$ cat config.mk
export PLATFORM = sky130hd
export DESIGN_NAME = pipe_credit_rx
export DESIGN_NICKNAME = d
export VERILOG_FILES = /design/src/rtl/pipe_credit_rx.sv
export SDC_FILE = /design/constraint.sdc
export NUM_CORES = 1
export LEC_CHECK = 0
export BUFFER_PORTS_ARGS = -buffer_cell sky130_fd_sc_hd__buf_2
export CAP_MARGIN = 10
export CORE_ASPECT_RATIO = 0.6
export CORE_MARGIN = 2
export CORE_UTILIZATION = 30
export CTS_CLUSTER_SIZE = 30
export DETAILED_ROUTE_END_ITERATION = 16
export PLACE_DENSITY_LB_ADDON = 0.12
export SLEW_MARGIN = 20
export SYNTH_ARGS = -nofsm -noshare
export SYNTH_HDL_FRONTEND = slang
export SYNTH_SLANG_ARGS = --single-unit
$ cat constraint.sdc
create_clock -name i_clk -period 8.1 [get_ports i_clk]
set_input_delay 1.62 -clock i_clk [delete_from_list [all_inputs] [get_ports i_clk]]
set_output_delay 1.62 -clock i_clk [all_outputs]
set_load 0.01 [all_outputs]
$ cat src/rtl/pipe_credit_rx.sv
// Credit-returning receive buffer at the far end of a fixed-latency pipeline.
// Beats land in a circular buffer; each pop returns one credit to the transmitter.
module pipe_credit_rx #(
  parameter int WIDTH = 32,
  parameter int DEPTH = 16
) (
  input  logic                     i_clk,
  input  logic                     i_rstn,
  input  logic                     i_valid,
  input  logic [WIDTH-1:0]         i_data,
  output logic                     o_credit,
  output logic                     o_valid,
  output logic [WIDTH-1:0]         o_data,
  input  logic                     i_ready,
  output logic [$clog2(DEPTH):0]   o_level,
  output logic [$clog2(DEPTH):0]   o_max_level,
  output logic                     o_overflow,
  input  logic                     i_clr_ovf
);

  localparam int AW = $clog2(DEPTH);
  localparam int LW = AW + 1;
  localparam logic [AW-1:0] PTR_ONE  = AW'(1);
  localparam logic [LW-1:0] LVL_ONE  = LW'(1);
  localparam logic [LW-1:0] LVL_FULL = LW'(DEPTH);

  logic [WIDTH-1:0] mem_r [DEPTH];
  logic [AW-1:0]    wr_ptr_r;
  logic [AW-1:0]    rd_ptr_r;
  logic [LW-1:0]    level_r;
  logic [LW-1:0]    max_level_r;
  logic             valid_r;
  logic             credit_r;
  logic             overflow_r;
  logic [WIDTH-1:0] data_r;

  logic             pop_s;
  logic             full_s;
  logic             wr_en_s;
  logic             drop_s;
  logic [AW-1:0]    rd_ptr_nxt_s;
  logic [LW-1:0]    level_nxt_s;
  logic [WIDTH-1:0] data_nxt_s;

  // Accept/drop decision, next level, and next head word (bypass when the write lands at the new head).
  always_comb begin
    pop_s   = valid_r & i_ready;
    full_s  = (level_r == LVL_FULL);
    wr_en_s = i_valid & (~full_s | pop_s);
    drop_s  = i_valid & full_s & ~pop_s;
    if (pop_s) begin
      rd_ptr_nxt_s = rd_ptr_r + PTR_ONE;
    end else begin
      rd_ptr_nxt_s = rd_ptr_r;
    end
    case ({wr_en_s, pop_s})
      2'b10:   level_nxt_s = level_r + LVL_ONE;
      2'b01:   level_nxt_s = level_r - LVL_ONE;
      default: level_nxt_s = level_r;
    endcase
    if (wr_en_s && (wr_ptr_r == rd_ptr_nxt_s)) begin
      data_nxt_s = i_data;
    end else begin
      data_nxt_s = mem_r[rd_ptr_nxt_s];
    end
  end

  // Buffer storage and write pointer.
  always_ff @(posedge i_clk or negedge i_rstn) begin
    if (!i_rstn) begin
      for (int i = 0; i < DEPTH; i++) begin
        mem_r[i] <= '0;
      end
      wr_ptr_r <= '0;
    end else if (wr_en_s) begin
      mem_r[wr_ptr_r] <= i_data;
      wr_ptr_r        <= wr_ptr_r + PTR_ONE;
    end
  end

  // Read side: pointer, level, registered head word, valid and credit pulse.
  always_ff @(posedge i_clk or negedge i_rstn) begin
    if (!i_rstn) begin
      rd_ptr_r <= '0;
      level_r  <= '0;
      valid_r  <= 1'b0;
      credit_r <= 1'b0;
      data_r   <= '0;
    end else begin
      rd_ptr_r <= rd_ptr_nxt_s;
      level_r  <= level_nxt_s;
      valid_r  <= (level_nxt_s != '0);
      credit_r <= pop_s;
      data_r   <= data_nxt_s;
    end
  end

  // Status: high-water mark and sticky overflow (set wins over clear).
  always_ff @(posedge i_clk or negedge i_rstn) begin
    if (!i_rstn) begin
      max_level_r <= '0;
      overflow_r  <= 1'b0;
    end else begin
      if (level_nxt_s > max_level_r) begin
        max_level_r <= level_nxt_s;
      end
      if (drop_s) begin
        overflow_r <= 1'b1;
      end else if (i_clr_ovf) begin
        overflow_r <= 1'b0;
      end
    end
  end

  assign o_valid     = valid_r;
  assign o_data      = data_r;
  assign o_credit    = credit_r;
  assign o_level     = level_r;
  assign o_max_level = max_level_r;
  assign o_overflow  = overflow_r;

endmodule

# After elaboration in Yosys (flattened, before gate mapping)
# Index checks and enable logic that the tools add are counted.
[word_totals]
reg_bits = 565
out_inout_bits = 45
[op_classes]
order_cmp = 4
n_reduce_logical = 4
n_bitwise = 9
n_addsub = 4
n_mux = 11
n_eq_ne = 4
[ops]
columns = ["operator", "n"]
rows = [
  ["bitwise mux 512 bit", 1],
  ["binary-select mux 32 bit (select 4 bit)", 1],
  ["demux 32 bit (select 4 bit)", 1],
  ["2-to-1 mux 32 bit", 4],
  [">= comparator 5 bit (second input constant)", 2],
  ["NOT 4 -> 5 bit", 2],
  ["one-hot mux 5 bit (2 select lines)", 1],
  ["adder 4 x 1 -> 4 bit (second input constant)", 2],
  ["adder 5 x 1 -> 5 bit (second input constant)", 1],
  ["equality test 5 bit (second input constant)", 1],
  ["greater-than comparator 5 bit", 1],
  ["less-than comparator 5 x 1 -> 1 bit (second input constant)", 1],
  ["nonzero test 5 bit", 1],
  ["subtractor 5 x 1 -> 5 bit (second input constant)", 1],
  ["bitwise AND 1 bit", 4],
  ["equality test 4 bit", 1],
  ["2-to-1 mux 4 bit", 1],
  ["equality test 2 x 1 -> 1 bit (second input constant)", 1],
  ["equality test 2 bit (second input constant)", 1],
  ["logical AND 1 bit", 2],
  ["2-to-1 mux 1 bit", 2],
  ["NOT 1 bit", 2],
  ["nonzero test 2 bit", 1],
  ["OR 1 bit", 1],
]

# Depth between registers and ports, before layout
[depth]
word_depth = 7
ltp_mapped = 20

# Worst setup path after synthesis
# Ideal clock, no wire load.
[synth_path]
path_type = "input -> register"
startpoint = "input i_ready"
endpoint = "register max_level_r[0] (netlist: o_max_level[0])"
cell_stages = 18
required_ns = 7.975
slack_ns = 3.007
t_arrival_ns = 4.968
path_cell_list = "nand2_1 nand4_1 and2_1 clkbuf_2 inv_1 ha_1 clkbuf_1 xor2_1 ha_1 a21o_1 nand2_1 a21o_1 a21oi_1 xor2_1 ha_1 and4_1 a22oi_1 mux2_2"
[synth_between]
elab_chain_cells = 6
[synth_rtl]
columns = ["item", "line_no", "source"]
rows = [
  ["start: declaration", "14", "input logic i_ready,"],
  ["bitwise AND 1 bit (*)", "47", "pop_s = valid_r & i_ready;"],
  ["OR 1 bit", "49", "wr_en_s = i_valid & (~full_s | pop_s);"],
  ["bitwise AND 1 bit", "49", ""],
  ["equality test 2 x 1 -> 1 bit / equality test 2 bit (equally long branches)", "56", "case ({wr_en_s, pop_s})"],
  ["one-hot mux 5 bit (2 select lines) (*)", "56", ""],
  ["via level_nxt_s[4]", "42", "logic [LW-1:0] level_nxt_s;"],
  ["greater-than comparator 5 bit (*)", "104", "if (level_nxt_s > max_level_r) begin"],
  ["end signal: assignment", "105", "max_level_r <= level_nxt_s;"],
  ["end: declaration", "31", "logic [LW-1:0] max_level_r;"],
]
# Mark *: on every way through the listed nets, which the timed path passes. The rest lies on a longest branch.
# A chain may end at the register's enable or synchronous reset.

# Final worst setup path
[layout_path]
startpoint = "input i_ready"
endpoint = "register max_level_r[1] (netlist: o_max_level[1])"
# Same word-level chain as after synthesis.

==> Flow_metrics.wiki <==
{| class="wikitable"
! Metric !! Value
|-
| Total negative slack || 0 ns
|-
| Setup violations, final || 0
|-
| Area overhead of the layout relative to synthesis || 11.5%
|-
| Data required, critical path || 8.62 ns
|-
| Share of the yosys chip area belonging to registers || 46.2%
|-
| Area of combinational cells with multiple inputs || 15600 um2
|-
| Final period util || 62.7%
|-
| Count of antenna-violating nets left after detailed routing || 0
|-
| Overall routed net length || 104000 um
|-
| Number of global-route vias before repair || 22400
|-
| Max stage delay on crit path || 0.48 ns
|-
| Clock sink count || 565
|-
| Synth Register Bits || 565
|-
| Number of buffers added by the clock tree synthesis step || 59
|-
| First-pass GRT wire length || 155000 um
|-
| Comb power frac || 48.6%
|-
| Antenna violations before repair || 6
|-
| Clock power share || 17.2%
|-
| Internal power || 9.48 mW
|-
| FILL cells || 9825
|-
| Number of enable-type register cells in the synthesized netlist || 0
|-
| Critical-path cell list || buf_2 > nand2_2 > nand4_1 > and2_1 > inv_1 > ha_1 > xor2_1 > ha_1 > inv_1 > o21ai_0 > a21o_1 > a21oi_1 > xor2_1 > ha_1 > and4_1 > a22oi_1 > mux2_2
|-
| Post-synthesis cell type count || 55
|-
| Count of max-cap constraint violations || 0
|-
| Number of hold-slack violations in the final timing report || 0
|-
| Unrepaired setup endpoints after global routing || no
|-
| Worst max-slew margin expressed relative to the limit || 27.3%
|-
| Kind of start point of the critical path || input port
|-
| Chip Width || 416 um
|-
| GRT Residual Overflow || 0
|-
| Detailed-routing iteration count for the pre-antenna-repair pass || 7
|-
| Detail Placement HPWL || 56300 um
|-
| Min Clock Period, post-route || 5.08 ns
|-
| Number of warnings issued by yosys || 0
|-
| Cell at the slowest stage of the critical path || sky130_fd_sc_hd__a22oi_1
|-
| Vias per inst || 5.59
|-
| Predominant post-synthesis flop cell || sky130_fd_sc_hd__dfrtp_1
|-
| H-tree depth reported by CTS || 2
|-
| Cell area after technology mapping || 30600 um2
|-
| Final RePlAce weighted congestion || 0.744
|-
| Class of the tightest hold or removal check || reg2reg
|-
| Result of the run || finished clean
|-
| Antenna Cells || 0
|-
| Cell at the root of the clock tree || sky130_fd_sc_hd__clkbuf_16
|-
| Instance count of the mapped netlist || 2504
|-
| Share of layout cells above drive strength 1 || 32.7%
|-
| Mean instance size in the synthesized netlist || 12.2 um2
|-
| Number of setup buffers added after CTS || 0
|-
| Maximum fanout count along the critical path || 12
|-
| Final slew viol count || 0
|-
| Number of design-rule violations left by the first detailed-router iteration || 1498
|-
| Insertion delay of the later-clocked pin in the worst-skew pair || 0.65 ns
|-
| Global-route total usage across every layer || 19.8%
|-
| Port Buffer Count || 81
|-
| Net Sw Frac || 41.0%
|-
| Clock tree from TritonCTS || yes
|-
| Overall power after layout || 16.1 mW
|-
| Startpoint-to-endpoint class of the critical path || in2reg
|-
| Worst-path clk slew || 0.07 ns
|-
| Number of instances resized during post-cts repair || 0
|-
| Category of the worst setup path capture point || register
|-
| Worst-margin pin slew || 1.09 ns
|-
| Bufs on Longest Clock Path || 3
|-
| Full die area || 105000 um2
|-
| Net count, final || 2507
|-
| Row count || 90
|-
| Share of flip-flops with an asynchronous set or reset after synthesis || 100%
|-
| Count of pins on the block boundary || 82
|-
| Count of vias placed by the detailed router || 21400
|-
| Largest net degree at the start of global routing || 163
|-
| Largest clock skew in the final design || 0.0253 ns
|-
| Nets in the synthesized netlist || 2554
|-
| Number of remaining DRC errors || 0
|-
| Highest ir drop seen on vdd || 0.000282 V
|-
| Sequential group share of total power || 34.2%
|-
| Core box area || 101000 um2
|-
| Standby leakage power || 14.5 nW
|-
| Peak clock frequency supported by timing || 197 MHz
|-
| PwrDens || 471 nW/um2
|-
| Starting utilization of the core area || 30.4%
|-
| Net switching power || 6.58 mW
|-
| Die span in y || 251 um
|-
| Flip-flop and latch area || 14100 um2
|-
| Top cell by count, worst path || sky130_fd_sc_hd__ha_1
|-
| Post-CTS Hold Buffers || 0
|-
| Worst path arrival time || 5.60 ns
|-
| Avg WL per Cell || 27.1 um
|}
worst paths after layout:
kind,from,to,slack [ns],cells past startpoint
worst max-delay path,i_ready,o_max_level[1],3.02,17
worst min-delay path,mem_r[510],mem_r[510],0.50,1
worst max register to register,rd_ptr_r[1],o_data[20],3.16,8
worst min register to register,mem_r[510],mem_r[510],0.50,1
max in group asynchronous,i_rstn,rd_ptr_r[0],5.61,2
min in group asynchronous,i_rstn,mem_r[15],0.98,1
layer usage:
metal	track usage (%)	up-vias	routed length [um]
li1	-	9278	-
met1	30.4	11400	52900
met2	28.5	597	43000
met3	3.57	139	5790
met4	4.39	0	2030
met5	0	-	0
per-stage QoR:
step / util, % / cell area, um2 / instances / hold slack (ns) / setup slack, ns
floorplan: - / 30600 / 2504 / 0.474 / 3.01
global placement: 32.0 / 32200 / 3730 / 0.486 / 2.45
detailed placement: 32.0 / 32200 / 3730 / 0.493 / 2.42
CTS: 33.9 / 34100 / 3832 / 0.508 / 3.08
global route: 33.9 / 34100 / 3832 / 0.543 / 2.72
finish: 33.9 / 34100 / 3832 / 0.504 / 3.02
placed cells by master (no fill, tap or decap), types with 4 or more instances in the layout:
cell                        instances
sky130_fd_sc_hd__xor2_1             4
sky130_fd_sc_hd__mux2_2           512
sky130_fd_sc_hd__a22oi_1           64
sky130_fd_sc_hd__a211o_1           31
sky130_fd_sc_hd__ha_1              12
sky130_fd_sc_hd__buf_2             80
sky130_fd_sc_hd__buf_12             6
sky130_fd_sc_hd__mux2_1             7
sky130_fd_sc_hd__nor2b_1            5
sky130_fd_sc_hd__xnor2_1           10
sky130_fd_sc_hd__a311oi_1          31
sky130_fd_sc_hd__nor2_1           160
sky130_fd_sc_hd__nor2_4            14
sky130_fd_sc_hd__o22ai_1          158
sky130_fd_sc_hd__mux2i_1          445
sky130_fd_sc_hd__buf_4             36
sky130_fd_sc_hd__clkinv_2           5
sky130_fd_sc_hd__nor3_4             4
sky130_fd_sc_hd__nand3_1           31
sky130_fd_sc_hd__inv_1             16
sky130_fd_sc_hd__nand2_1           10
sky130_fd_sc_hd__clkbuf_1          18
sky130_fd_sc_hd__mux4_2            31
sky130_fd_sc_hd__clkbuf_8          17
sky130_fd_sc_hd__a21oi_1           40
sky130_fd_sc_hd__or2_2             32
sky130_fd_sc_hd__clkbuf_16         61
sky130_fd_sc_hd__a41oi_1           32
sky130_fd_sc_hd__o21ai_0            9
sky130_fd_sc_hd__or3_1              4
sky130_fd_sc_hd__dfrtp_1          563
sky130_fd_sc_hd__nand4_1            4
critical path: cells and delay by family:
kind	cells	cell delay, ns
buffers and inverters	3	0.52
AOI/OAI and AO/OA	4	0.93
muxes	1	0.40
xor gates and xnor gates	2	0.50
adders and majority gates	3	0.88
and+or+nand+nor	4	0.74
logic make-up (layout without fill, tap and decap cells):
| family | after synthesis | in the layout | synth area share, % |
|---|---|---|---|
| buf+inv | 247 | 241 | 3.74 |
| simple gates | 281 | 281 | 4.23 |
| fa+ha+maj | 13 | 13 | 0.531 |
| mux | 995 | 995 | 35.9 |
| xor+xnor | 16 | 16 | 0.527 |
| flops | 565 | 565 | 46.2 |
| compound gates | 387 | 387 | 8.86 |
Yosys cell counts (3+ instances only):
cell | number | area, um2
sky130_fd_sc_hd__buf_2 | 117 | 586
sky130_fd_sc_hd__a21oi_1 | 40 | 200
sky130_fd_sc_hd__xor2_1 | 4 | 35.0
sky130_fd_sc_hd__inv_1 | 16 | 60.1
sky130_fd_sc_hd__buf_4 | 10 | 75.1
sky130_fd_sc_hd__o22ai_1 | 158 | 988
sky130_fd_sc_hd__xnor2_1 | 10 | 87.6
sky130_fd_sc_hd__buf_1 | 15 | 56.3
sky130_fd_sc_hd__nand2_1 | 11 | 41.3
sky130_fd_sc_hd__a21o_1 | 4 | 30.0
sky130_fd_sc_hd__a22oi_1 | 64 | 480
sky130_fd_sc_hd__mux2i_1 | 445 | 4450
sky130_fd_sc_hd__dfrtp_1 | 565 | 14100
sky130_fd_sc_hd__clkbuf_1 | 82 | 308
sky130_fd_sc_hd__or3_1 | 4 | 25.0
sky130_fd_sc_hd__nor2_1 | 174 | 653
sky130_fd_sc_hd__mux2_2 | 512 | 5770
sky130_fd_sc_hd__a41oi_1 | 32 | 280
sky130_fd_sc_hd__nand3_1 | 33 | 165
sky130_fd_sc_hd__mux4_2 | 31 | 698
sky130_fd_sc_hd__nand2b_1 | 3 | 18.8
sky130_fd_sc_hd__a311oi_1 | 31 | 272
sky130_fd_sc_hd__ha_1 | 13 | 163
sky130_fd_sc_hd__nor3_2 | 5 | 50.1
sky130_fd_sc_hd__nor2b_1 | 5 | 31.3
sky130_fd_sc_hd__buf_6 | 4 | 45.0
sky130_fd_sc_hd__a211o_1 | 31 | 272
sky130_fd_sc_hd__mux2_1 | 7 | 78.8
sky130_fd_sc_hd__or2_2 | 32 | 200
sky130_fd_sc_hd__clkbuf_2 | 3 | 15.0
sky130_fd_sc_hd__nand4_1 | 4 | 25.0
sky130_fd_sc_hd__o21ai_0 | 9 | 45.0
power by group through the flow:
stage | clock network [mW] | registers [mW] | logic (mW)
detailed placement | 0 | 5.54 | 7.79
global placement | 0 | 5.47 | 7.64
finish | 2.75 | 5.50 | 7.81
CTS | 2.85 | 5.50 | 7.81
floorplan | 0 | 5.05 | 5.86
global route | 2.97 | 5.73 | 8.45
registers in the layout (all words and copies together), names as in the netlist:
| register | flops |
|---|---|
| o_overflow | 1 |
| mem_r | 512 |
| o_level | 5 |
| o_max_level | 5 |
| o_credit | 1 |
| wr_ptr_r | 4 |
| rd_ptr_r | 4 |
| o_data | 32 |
| o_valid | 1 |
cell type report:
type	instances	area share, %
Clock buffer	96	5.36
Sequential cell	565	41.5
Inverter	16	0.176
Clock inverter	6	0.161
Tap cell	1334	4.89
Multi-Input combinational cell	1692	45.6
Timing Repair Buffer	123	2.36
Power figures use the tool's default switching activity.
